--- config.mk ---
export PLATFORM = sky130hd
export DESIGN_NAME = adc_byte_to_sin_reassembler
export DESIGN_NICKNAME = d
export VERILOG_FILES = /design/src/rtl/sin_adc_pkg.sv /design/src/rtl/adc_byte_to_sin_reassembler_sat_counter.sv /design/src/rtl/adc_byte_to_sin_reassembler.sv
export SDC_FILE = /design/constraint.sdc
export NUM_CORES = 1
export LEC_CHECK = 0
export ABC_AREA = 1
export CAP_MARGIN = 15
export CORE_MARGIN = 2
export CORE_UTILIZATION = 30
export CTS_CLUSTER_DIAMETER = 150
export DETAILED_ROUTE_END_ITERATION = 16
export DONT_BUFFER_PORTS = 1
export MAX_ROUTING_LAYER = met4
export PLACE_DENSITY_LB_ADDON = 0.05
export SLEW_MARGIN = 5
export SYNTH_ARGS = -nofsm -noshare
export SYNTH_HDL_FRONTEND = slang
export SYNTH_SLANG_ARGS = --single-unit
--- constraint.sdc ---
create_clock -name clk -period 2.5 [get_ports clk]
set_input_delay 0.5 -clock clk [delete_from_list [all_inputs] [get_ports clk]]
set_output_delay 0.5 -clock clk [all_outputs]
set_load 0.01 [all_outputs]
--- src/rtl/sin_adc_pkg.sv ---
// Shared widths, sample field layout and FSM states for the sine-sample link receiver.
package sin_adc_pkg;

    localparam int SAMPLE_W = 16;
    localparam int BYTE_W   = 8;

    localparam int C_BIT = 15;
    localparam int D_BIT = 14;
    localparam int E_MSB = 13;
    localparam int E_LSB = 12;
    localparam int F_MSB = 11;
    localparam int F_LSB = 8;
    localparam int G_MSB = 7;
    localparam int G_LSB = 0;

    typedef enum logic [0:0] {
        S_IDLE    = 1'b0,
        S_COLLECT = 1'b1
    } state_t;

    // High beat carries the C/D/E/F fields, low beat carries G.
    function automatic logic [BYTE_W-1:0] hi_byte(input logic [SAMPLE_W-1:0] s);
        return {s[C_BIT], s[D_BIT], s[E_MSB:E_LSB], s[F_MSB:F_LSB]};
    endfunction

    function automatic logic [BYTE_W-1:0] lo_byte(input logic [SAMPLE_W-1:0] s);
        return s[G_MSB:G_LSB];
    endfunction

endpackage

--- src/rtl/adc_byte_to_sin_reassembler_sat_counter.sv ---
// Saturating event counter: counts up on inc and holds at all-ones.
module sat_counter #(
    parameter int W = 8
) (
    input  logic         clk,
    input  logic         rst_n,
    input  logic         inc,
    output logic [W-1:0] count
);

    logic [W-1:0] r_count;

    // Increment unless already at the ceiling.
    always_ff @(posedge clk or negedge rst_n) begin
        if (!rst_n) begin
            r_count <= {W{1'b0}};
        end else if (inc && (r_count != {W{1'b1}})) begin
            r_count <= r_count + {{(W-1){1'b0}}, 1'b1};
        end else begin
            r_count <= r_count;
        end
    end

    assign count = r_count;

endmodule

--- src/rtl/adc_byte_to_sin_reassembler.sv ---
// Rebuilds 16-bit samples from REP repeated hi/lo byte pairs, votes later copies
// against copy 0 and presents the result on a valid/ready output.
module adc_byte_to_sin_reassembler
    import sin_adc_pkg::*;
#(
    parameter int REP   = 2,
    parameter int CNT_W = 8
) (
    input  logic                clk,
    input  logic                rst_n,
    input  logic                in_valid,
    output logic                in_ready,
    input  logic [BYTE_W-1:0]   in_data,
    input  logic                in_sop,
    output logic                out_valid,
    input  logic                out_ready,
    output logic [SAMPLE_W-1:0] out_sample,
    output logic                out_mismatch,
    output logic [CNT_W-1:0]    mism_cnt,
    output logic [CNT_W-1:0]    sync_cnt
);

    localparam int BEATS = 2 * REP;
    localparam int CW    = $clog2(BEATS);
    localparam logic [CW-1:0] LAST = CW'(BEATS - 1);

    state_t              r_state;
    state_t              w_state_nxt;
    logic [CW-1:0]       r_cnt;
    logic [CW-1:0]       w_cnt_nxt;
    logic [SAMPLE_W-1:0] r_sample;
    logic [SAMPLE_W-1:0] w_sample_nxt;
    logic [SAMPLE_W-1:0] w_sample_upd;
    logic                r_flag;
    logic                w_flag_nxt;
    logic                w_flag_upd;
    logic [BYTE_W-1:0]   w_ref_byte;
    logic                w_load;
    logic                w_sync_inc;
    logic                w_accept;
    logic                r_run;
    logic                r_out_valid;
    logic [SAMPLE_W-1:0] r_out_sample;
    logic                r_out_mismatch;

    // r_run keeps in_ready low while reset is applied and for the release edge.
    assign in_ready = r_run && !(r_out_valid && !out_ready);
    assign w_accept = in_valid && in_ready;

    // State and frame-assembly registers.
    always_ff @(posedge clk or negedge rst_n) begin
        if (!rst_n) begin
            r_state  <= S_IDLE;
            r_cnt    <= {CW{1'b0}};
            r_sample <= {SAMPLE_W{1'b0}};
            r_flag   <= 1'b0;
            r_run    <= 1'b0;
        end else begin
            r_state  <= w_state_nxt;
            r_cnt    <= w_cnt_nxt;
            r_sample <= w_sample_nxt;
            r_flag   <= w_flag_nxt;
            r_run    <= 1'b1;
        end
    end

    // Next-state, byte placement and copy voting for each accepted beat.
    always_comb begin
        w_state_nxt  = r_state;
        w_cnt_nxt    = r_cnt;
        w_sample_nxt = r_sample;
        w_flag_nxt   = r_flag;
        w_sample_upd = r_sample;
        w_flag_upd   = r_flag;
        w_load       = 1'b0;
        w_sync_inc   = 1'b0;
        w_ref_byte   = r_cnt[0] ? lo_byte(r_sample) : hi_byte(r_sample);

        if (w_accept) begin
            case (r_state)
                S_IDLE: begin
                    if (in_sop) begin
                        w_sample_nxt = {in_data, r_sample[G_MSB:G_LSB]};
                        w_cnt_nxt    = CW'(1);
                        w_flag_nxt   = 1'b0;
                        w_state_nxt  = S_COLLECT;
                    end else begin
                        w_sync_inc = 1'b1;
                    end
                end
                S_COLLECT: begin
                    if (in_sop) begin
                        // Restart: the SOP beat becomes beat 0 of a fresh frame.
                        w_sync_inc   = 1'b1;
                        w_sample_nxt = {in_data, r_sample[G_MSB:G_LSB]};
                        w_cnt_nxt    = CW'(1);
                        w_flag_nxt   = 1'b0;
                    end else begin
                        if (r_cnt > CW'(1)) begin
                            w_flag_upd = r_flag | (in_data != w_ref_byte);
                        end else if (r_cnt[0]) begin
                            w_sample_upd[G_MSB:G_LSB] = in_data;
                        end else begin
                            w_sample_upd[C_BIT:F_LSB] = in_data;
                        end

                        if (r_cnt == LAST) begin
                            w_load       = 1'b1;
                            w_cnt_nxt    = {CW{1'b0}};
                            w_flag_nxt   = 1'b0;
                            w_sample_nxt = w_sample_upd;
                            w_state_nxt  = S_IDLE;
                        end else begin
                            w_cnt_nxt    = r_cnt + CW'(1);
                            w_flag_nxt   = w_flag_upd;
                            w_sample_nxt = w_sample_upd;
                        end
                    end
                end
                default: begin
                    w_state_nxt = S_IDLE;
                    w_cnt_nxt   = {CW{1'b0}};
                    w_flag_nxt  = 1'b0;
                end
            endcase
        end else begin
            w_state_nxt = r_state;
        end
    end

    // Output register: a new load wins over a transfer so back-to-back keeps valid high.
    always_ff @(posedge clk or negedge rst_n) begin
        if (!rst_n) begin
            r_out_valid    <= 1'b0;
            r_out_sample   <= {SAMPLE_W{1'b0}};
            r_out_mismatch <= 1'b0;
        end else if (w_load) begin
            r_out_valid    <= 1'b1;
            r_out_sample   <= w_sample_upd;
            r_out_mismatch <= w_flag_upd;
        end else if (r_out_valid && out_ready) begin
            r_out_valid    <= 1'b0;
        end else begin
            r_out_valid    <= r_out_valid;
        end
    end

    assign out_valid    = r_out_valid;
    assign out_sample   = r_out_sample;
    assign out_mismatch = r_out_mismatch;

    sat_counter #(.W(CNT_W)) u_mism_cnt (
        .clk   (clk),
        .rst_n (rst_n),
        .inc   (w_load && w_flag_upd),
        .count (mism_cnt)
    );

    sat_counter #(.W(CNT_W)) u_sync_cnt (
        .clk   (clk),
        .rst_n (rst_n),
        .inc   (w_sync_inc),
        .count (sync_cnt)
    );

endmodule

==> results.sh, run 1 <==
export IMPL_cp_end_kind="flop"
export IMPL_use_met1_pct=18.7
export IMPL_synth_top_area_cell="dfrtp_1"
export IMPL_antenna_found_initial=0
export IMPL_cp_required_ns=2.69
export IMPL_peakVddDrop_mv=0.411
export IMPL_synthArstFlopShare_pct=100
export IMPL_core_area_sq_um=9590
export IMPL_synth_avg_cell_area_sq_um=8.37
export IMPL_cts_tree="done"
export IMPL_first_global_vias=2265
export IMPL_route_detailed_drc=0
export IMPL_power_density_nw_per_um2=933
export IMPL_synth_edf_count=0
export IMPL_vias_per_cell=4.61
export IMPL_fin_hold_ws_ns=0.0358
export IMPL_ctsHoldBuffers=1
export IMPL_yosys_top_cells_count="103 x nand2_1, 55 x dfrtp_1, 31 x inv_1"
export IMPL_fp_dieArea_sq_um=10500
export IMPL_finalSetupViolCount=0
export IMPL_syn_area_sq_um=2920
export IMPL_rows=36
export IMPL_grt_use_total_pct=14.5
export IMPL_place_gp_congestion=0.762
export IMPL_overflow=0
export IMPL_worstSetupStartpointType="flop"
export IMPL_fp_dieW_um=103
export IMPL_max_freq_mhz=515
export IMPL_period_share_pct=77.6
export IMPL_antenna_diode_count=0
export IMPL_worst_slack_ns=0.559
export IMPL_grt_max_degree=56
export IMPL_area_growth_pct=8.27
export IMPL_htreeDepth=2
export IMPL_crit_path_end="out_sample[8]"
export IMPL_max_cap_violations=0
export IMPL_r2r_start="out_valid"
export IMPL_drt_iter0_drc=87
export IMPL_crit_arrival_ns=2.13
export IMPL_cts_root_buf="clkbuf_8"
export IMPL_met3_usage_pct=3.66
export IMPL_cts_setup_buffers=0
export IMPL_ys_seq_elements=55
export IMPL_io_pins=48
export IMPL_grt_pass1_wl_um=11600
export IMPL_fill_cells=1017
export IMPL_clk_latency_ns=0.32
export IMPL_layout_nets=369
export IMPL_use_met2_pct=22.8
export IMPL_rrSetupSlack_ns=0.56
export IMPL_fin_skew_ns=0.00962
export IMPL_path_class="flop to flop"
export IMPL_synth_ff_type="dfrtp_1"
export IMPL_slew_violations=0
export IMPL_p_leak_nw=1.58
export IMPL_min_path_type="primary input to async pin"
export IMPL_yosysMostFrequentCell="nand2_1"
export IMPL_drive_gt1_share_pct=11.4
export IMPL_wirelength_um=6870
export IMPL_synth_cells=349
export IMPL_vias=2229
export IMPL_finalHoldViolations=0
export IMPL_worstPathMaxFanout=21
export IMPL_synth_area_leaders="dfrtp_1 47%, nand2_1 13%, o21ai_0 5.0%"
export IMPL_fin_tns_setup_ns=0
export IMPL_setup_worst_path_start="out_valid"
export IMPL_path_clk_slew_ns=0.11
export IMPL_synth_cell_types=31
export IMPL_report_power_total_w=0.00295
export IMPL_status="complete, no violations"
export IMPL_routedWlPerCell_um=14.2
export IMPL_max_clock_path_buffers=2
export IMPL_r2r_cells=9
export IMPL_dr_pass1_iters=4
export IMPL_place_ws_ns=0.502
export IMPL_busiest_layer="met2"
export IMPL_synth_top_cell_area_share_pct=47.1
export IMPL_ctsResizeCount=0
export IMPL_start_util_pct=30.4
export IMPL_portBuffers=0
export IMPL_ys_seq_area_share_pct=47.1
export IMPL_fin_crit_ns=1.94
export IMPL_die_h_um=103
export IMPL_antenna_left=0
export IMPL_cp_slowest_cell="dfrtp_1"
export IMPL_ys_warn_count=0
export IMPL_cts_buffers=5
export IMPL_cts_sinks=55
export IMPL_worstReg2RegEnd="out_sample[8]"
export IMPL_crit_path_cell_trace="inv_1 > o21a_2 > nand2_2 > inv_2 > nand2_2 > nor2_8 > inv_2 > nand2_1 > o21ai_0"
export IMPL_syn_nets=368
export IMPL_hpwl_um=4890
export IMPL_slowest_delay_ns=0.44
export IMPL_rsz0062_at_grt="false"
-- power breakdown --
part           internal [W]  switching (W)
Sequential          0.00117       0.000296
Combinational      0.000365       0.000595
Clock              0.000203       0.000324
-- stage by stage --
| stage | util [%] | instances | instance area [sq um] |
|---|---|---|---|
| 3_5_place_dp | 31.7 | 475 | 3050 |
| 4_1_cts | 33.0 | 484 | 3160 |
| 3_3_place_gp | 31.7 | 475 | 3050 |
| 5_1_grt | 33.0 | 484 | 3160 |
| 6_report | 33.0 | 484 | 3160 |
| 2_1_floorplan | - | 349 | 2920 |
-- worst max-delay path, delay by kind of cell (launching register included) --
kind	cells	cell delay, ns
and+or+nand+nor	4	0.70
AOI/OAI and AO/OA	2	0.24
buffers and inverters	3	0.41
DFF	1	0.44
-- layout make-up --
type,count,area (sq um),share of cell area [%]
Sequential cell,55,1380,43.5
Multi-Input combinational cell,249,1350,42.8
Clock inverter,2,16.3,0.514
Clock buffer,6,72.6,2.30
Timing Repair Buffer,3,42.5,1.35
Tap cell,133,166,5.26
Inverter,36,135,4.27
-- kinds of logic (layout without fill, tap and decap cells) --
logic type,count (synthesis),in the layout,share of synthesized area [%]
and+or+nand+nor,155,155,24.6
AOI/OAI and AO/OA,67,67,12.4
DFF,55,55,47.1
buffers and inverters,45,47,6.56
xor gates and xnor gates,13,13,3.90
muxes,7,7,2.70
adders and majority gates,6,6,2.57
other,1,1,0.128
-- worst min-delay path by stage --
stage	start	end	slack, ns	cells after the start
2_1_floorplan	rst_n	out_mismatch	0.20	0
3_3_place_gp	rst_n	out_sample[15]	0.21	0
3_5_place_dp	rst_n	out_sample[15]	0.21	0
4_1_cts	rst_n	out_sample[7]	0.04	1
5_1_grt	rst_n	r_sample[15]	0.05	1
6_report	rst_n	r_cnt[1]	0.04	1
-- sequential cells by signal, indices dropped and copies added (netlist names) --
| signal | count |
|---|---|
| out_mismatch | 1 |
| out_sample | 16 |
| out_valid | 1 |
| r_cnt | 2 |
| r_flag | 1 |
| r_run | 1 |
| r_sample | 16 |
| r_state | 1 |
| u_mism_cnt.count | 8 |
| u_sync_cnt.count | 8 |
-- layer usage --
layer	routed length (um)	up-vias
met5	0	-
met4	55	0
met3	405	4
met2	3200	47
met1	3220	1038
li1	-	1140
-- cells in the final DEF, fill, tap and decap left out, types with 7 or more instances in the layout --
cell type  instances
a21oi_1           25
a22oi_1            8
dfrtp_1           55
inv_1             31
mux2_2             7
nand2_1          103
nand2_2            8
nand3_1           16
nand4_1            8
nor2_1             8
o21ai_0           29
xor2_1             7
Power figures use the tool's default switching activity.
==> run 2, diff against run 1 <==
==> constraint.sdc (replaced) <==
create_clock -name clk -period 1.6 [get_ports clk]
set_input_delay 0.32 -clock clk [delete_from_list [all_inputs] [get_ports clk]]
set_output_delay 0.32 -clock clk [all_outputs]
set_load 0.01 [all_outputs]
==> results.sh, run 2 (synthesis results as in run 1) <==
export IMPL_cp_end_kind="flop"
export IMPL_antenna_diode_count=0
export IMPL_cts_sinks=55
export IMPL_grt_use_total_pct=15.3
export IMPL_dp_cells=511
export IMPL_die_h_um=103
export IMPL_power_density_nw_per_um2=1500
export IMPL_violations="hold timing, setup timing"
export IMPL_cts_tree="done"
export IMPL_fp_dieW_um=103
export IMPL_route_detailed_drc=0
export IMPL_io_pins=48
export IMPL_crit_path_cell_trace="ha_2 > nor2_4 > nor2_4 > buf_12 > o21ai_0 > a21oi_1 > mux2_2"
export IMPL_crit_path_end="r_sample[3]"
export IMPL_multi_input_area_sq_um=1480
export IMPL_fin_cells=526
export IMPL_period_share_pct=106
export IMPL_clk_latency_ns=0.31
export IMPL_p_leak_nw=1.85
export IMPL_final_cell_mix="89 x nand2_1, 54 x dfrtp_1, 36 x buf_4"
export IMPL_rrSetupSlack_ns=-0.09
export IMPL_rsz0062_at_grt="true"
export IMPL_first_global_vias=2409
export IMPL_path_class="flop to flop"
export IMPL_worstSetupStartpointType="flop"
export IMPL_cts_root_buf="clkbuf_8"
export IMPL_portBuffers=0
export IMPL_worst_slack_ns=-0.0896
export IMPL_placed_area_sq_um=3360
export IMPL_critPathTopFamily="flip-flops"
export IMPL_routedWlPerCell_um=14.0
export IMPL_max_cap_violations=0
export IMPL_peakVddDrop_mv=0.613
export IMPL_wirelength_um=7350
export IMPL_fin_crit_ns=1.69
export IMPL_r2r_start="r_cnt[0]"
export IMPL_mostFrequentLayoutCell="nand2_1"
export IMPL_antenna_left=0
export IMPL_final_area_sq_um=3670
export IMPL_crit_arrival_ns=1.90
export IMPL_fp_dieArea_sq_um=10500
export IMPL_status="finished, violations left"
export IMPL_start_util_pct=30.4
export IMPL_cp_common_cell="nor2_4"
export IMPL_area_growth_pct=25.7
export IMPL_vias_per_cell=4.56
export IMPL_worstPathMaxFanout=16
export IMPL_fin_skew_ns=0.00564
export IMPL_setup_worst_path_start="r_cnt[0]"
export IMPL_layout_area_seq_sq_um=1380
export IMPL_rows=36
export IMPL_antenna_found_initial=0
export IMPL_min_path_type="primary input to async pin"
export IMPL_max_freq_mhz=592
export IMPL_place_gp_congestion=0.714
export IMPL_grt_pass1_wl_um=12200
export IMPL_grt_max_degree=56
export IMPL_r2r_cells=7
export IMPL_slew_violations=0
export IMPL_hpwl_um=5140
export IMPL_htreeDepth=2
export IMPL_max_clock_path_buffers=2
export IMPL_worstReg2RegEnd="r_sample[3]"
export IMPL_finalHoldViolations=55
export IMPL_drive_gt1_share_pct=27.7
export IMPL_finalSetupViolCount=25
export IMPL_cp_num_buf_inv=1
export IMPL_slowest_delay_ns=0.51
export IMPL_fill_cells=996
export IMPL_cts_buffers=5
export IMPL_fin_hold_ws_ns=-0.311
export IMPL_vias=2400
export IMPL_crit_cells=7
export IMPL_core_area_sq_um=9590
export IMPL_cp_required_ns=1.81
export IMPL_place_ws_ns=-0.176
export IMPL_cp_slowest_cell="dfrtp_2"
export IMPL_overflow=0
export IMPL_drt_iter0_drc=74
export IMPL_path_clk_slew_ns=0.11
export IMPL_layout_nets=411
export IMPL_dr_pass1_iters=4
==> run 2: report_power, final <==
part	switching, W	internal (W)
logic	0.00123	0.00108
registers	0.000415	0.00182
clock network	0.000503	0.000468
==> run 2: repair_timing <==
item,4_1_cts,5_1_grt
pin swaps,7,14
cloned,2,0
gates resized for setup,15,36
setup endpoints to repair,38,47
buffers inserted,4,1
endpoints found under the hold margin,55,55
==> run 2: cell type report <==
type / instances / share of cell area, %
clock buffer: 5 / 1.87
clock inverter: 3 / 1.19
inverter: 36 / 3.82
multi-input combinational: 250 / 40.4
sequential: 55 / 37.5
tap: 133 / 4.53
timing repair buffer: 43 / 10.6
timing repair inverter: 1 / 0.102
==> run 2: worst min-delay path by stage <==
stage / slack, ns / start / to / depth (start not counted)
after floorplan: 0.02 / rst_n / out_mismatch / 0
after global placement: 0.03 / rst_n / out_sample[15] / 0
after detailed placement: 0.03 / rst_n / out_sample[15] / 0
after CTS: -0.33 / rst_n / u_sync_cnt.count[4] / 0
after global routing: -0.35 / rst_n / u_mism_cnt.count[5] / 0
final: -0.31 / rst_n / r_cnt[1] / 0
==> run 2: worst reg2reg max path, cell delays in order, from the launching register on <==
cell     delay (ns)
dfrtp_2        0.51
ha_2           0.23
nor2_4         0.17
nor2_4         0.06
buf_12         0.14
o21ai_0        0.14
a21oi_1        0.07
mux2_2         0.27
==> run 2: stage by stage <==
stage | setup TNS, ns | util (%) | power [W] | hold slack (ns)
2_1_floorplan | 0 | - | 0.00348 | 0.0244
3_5_place_dp | -1.91 | 35.0 | 0.00420 | 0.0273
4_1_cts | -0.749 | 37.1 | 0.00538 | -0.330
5_1_grt | -4.32 | 38.3 | 0.00601 | -0.347
6_report | -1.10 | 38.3 | 0.00552 | -0.311
3_3_place_gp | -2.45 | 35.0 | 0.00417 | 0.0269
==> run 2: metal layers <==
| metal | track usage [%] | wire length (um) | vias up |
|---|---|---|---|
| li1 | - | - | 1222 |
| met1 | 20.0 | 3420 | 1124 |
| met2 | 24.2 | 3460 | 45 |
| met3 | 3.86 | 410 | 9 |
| met4 | 3.49 | 61 | 0 |
| met5 | - | 0 | - |
==> RTL edit (config.mk and constraints of run 2) <==
`CNT_W`: 8 -> 12.
--- a/src/rtl/adc_byte_to_sin_reassembler.sv
+++ b/src/rtl/adc_byte_to_sin_reassembler.sv
@@ -6,3 +6,3 @@
     parameter int REP   = 2,
-    parameter int CNT_W = 8
+    parameter int CNT_W = 12
 ) (
Interface: changed (resized mism_cnt and sync_cnt); port bits go from 48 to 56. No check against the original RTL was run, so the function may have changed too.
==> RTL edit against run 2 <==
  * The flow still finishes with violations (hold timing, setup timing)
  * Wire length is 31% higher
  * Synthesized area is 19% higher
  * Global-route usage is 1.7 points higher
  * Final area is 31% higher
  * Utilization is 4.1 points higher
  * Sequential cell count is 8 higher
  * Count of clock-buffer cells in the layout is 7 higher
  * Sequential share of layout area is 4.7 points lower
  * Setup slack worse by 0.096 ns
  * Total power is 30% higher
  * Worst hold slack worse by 0.013 ns
  * Die area is 19% higher
  * Fmax is 5.4% lower
  * Largest cell class unchanged
  * Largest power group unchanged
  * Highest routed layer unchanged
==> RTL edit: results (changes against run 2) <==
{| class="wikitable"
! Metric !! Value
|-
| Result of the run || complete, but fails checks
|-
| Failing checks || hold timing, setup timing
|-
| Post-synthesis instance total || 418 (+20%)
|-
| Detailed-routed wire length on met3 || 408 um (-0.49%)
|-
| Fraction of layout instances using a drive strength above 1 || 37.5% (+9.8 points)
|-
| Unique cell type count in the Yosys netlist || 33 (+6.5%)
|-
| Biggest fanout along the worst timing path || 6 (-10)
|-
| Setup crit end || u_mism_cnt.count[1]
|-
| Global-route usage over all layers || 17.0% (+1.7 points)
|-
| Met2 track demand over resource in global routing || 26.9% (+2.8 points)
|-
| Leakage dissipation || 2.38 nW (+28%)
|-
| Post-CTS clock slew at the launch and capture registers of the worst setup and hold paths || 0.06 ns (-0.05 ns)
|-
| Grt met1 use || 21.1% (+1.2 points)
|-
| Post-Syn Nets || 437 (+19%)
|-
| Vias in the first global route || 3,100 (+29%)
|-
| Number of gates resized after CTS || 23 (+8)
|-
| Register-to-Register Setup Slack || -0.19 ns (-0.10 ns)
|-
| Mux cell area share after synthesis || 2.26% (-0.44 points)
|-
| Cell types with the highest counts after synthesis || sky130_fd_sc_hd__nand2_1 (101), sky130_fd_sc_hd__dfrtp_1 (63), sky130_fd_sc_hd__inv_1 (40)
|-
| Worst slack, placed || -0.273 ns (-0.0970 ns)
|-
| R2R depth || 11 (+4)
|-
| Worst-case vdd ir drop || 0.738 mV (+20%)
|-
| Routed wirelength normalized by instance count || 14.8 um (+6.0%)
|-
| Sum Neg Setup Slack || -4.46 ns (-3.36 ns)
|-
| Met3 track demand over resource in global routing || 3.86% (about the same)
|-
| CTS H-tree depth || 3 (+1)
|-
| Post-DP Area || 0.00413 sq mm (+23%)
|-
| Number of endpoints with negative hold slack in the final report || 63 (+15%)
|-
| Worst Clk Skew || 0.00409 ns (-0.00155 ns)
|-
| Largest delay contributor family on the critical path || simple AND/OR/NAND/NOR gates
|-
| Via count || 3,096 (+29%)
|-
| Via density per instance || 4.77 (+4.6%)
|-
| Share of synthesized area occupied by flip-flops and latches || 45.2% (-1.9 points)
|-
| Async set or reset register ratio after synthesis || 100% (unchanged)
|-
| Worst hold slack || -0.324 ns (-0.0129 ns)
|-
| Met2 Routed Length || 4650 um (+35%)
|-
| Wire length on met1 || 4380 um (+28%)
|-
| Largest net degree at the start of global routing || 64 (+14%)
|-
| Critical path data arrival time || 2.02 ns (+0.12 ns)
|-
| Clock latency on the worst-skew pair || 0.34 ns (+0.03 ns)
|-
| Number of placed instances with taps included || 616 (+21%)
|-
| Worst Setup Slack, final || -0.186 ns (-0.0963 ns)
|-
| Fraction of the mapped netlist area in compound gates || 10.3% (-2.1 points)
|-
| First-pass GRT wire length || 16,200 um (+32%)
|-
| Number of failing setup endpoints in the final timing report || 39 (+56%)
|-
| Final-layout fill cell count || 1,173 (+18%)
|-
| XOR/XNOR share of the synthesized area || 5.03% (+1.1 points)
|}
RTL edit: cell count changes after synthesis, sizes merged, moves of 3 or more:
| cell | run 2 | this run |
|---|---|---|
| buf | 8 | 12 |
| dfrtp | 55 | 63 |
| inv | 36 | 43 |
| nand2 | 112 | 131 |
| nand4 | 9 | 15 |
| nor2 | 14 | 21 |
| nor3 | 1 | 8 |
| nor4 | 0 | 3 |
| xor2 | 7 | 14 |
RTL edit: final cells by class:
cell class	instances	area, sq um	area share (%)
Tap cell	143	179	3.71
Timing Repair Buffer	84	722	15.0
Clock buffer	12	267	5.53
Clock inverter	3	17.5	0.364
Multi-Input combinational cell	301	1890	39.2
Inverter	43	166	3.45
Sequential cell	63	1580	32.8
RTL edit: power breakdown:
part	leakage (nW)	total [mW]	switching, mW	internal, mW
Clock	0.140	1.89	0.725	1.16
Combinational	1.42	2.83	1.48	1.35
Sequential	0.819	2.47	0.426	2.04
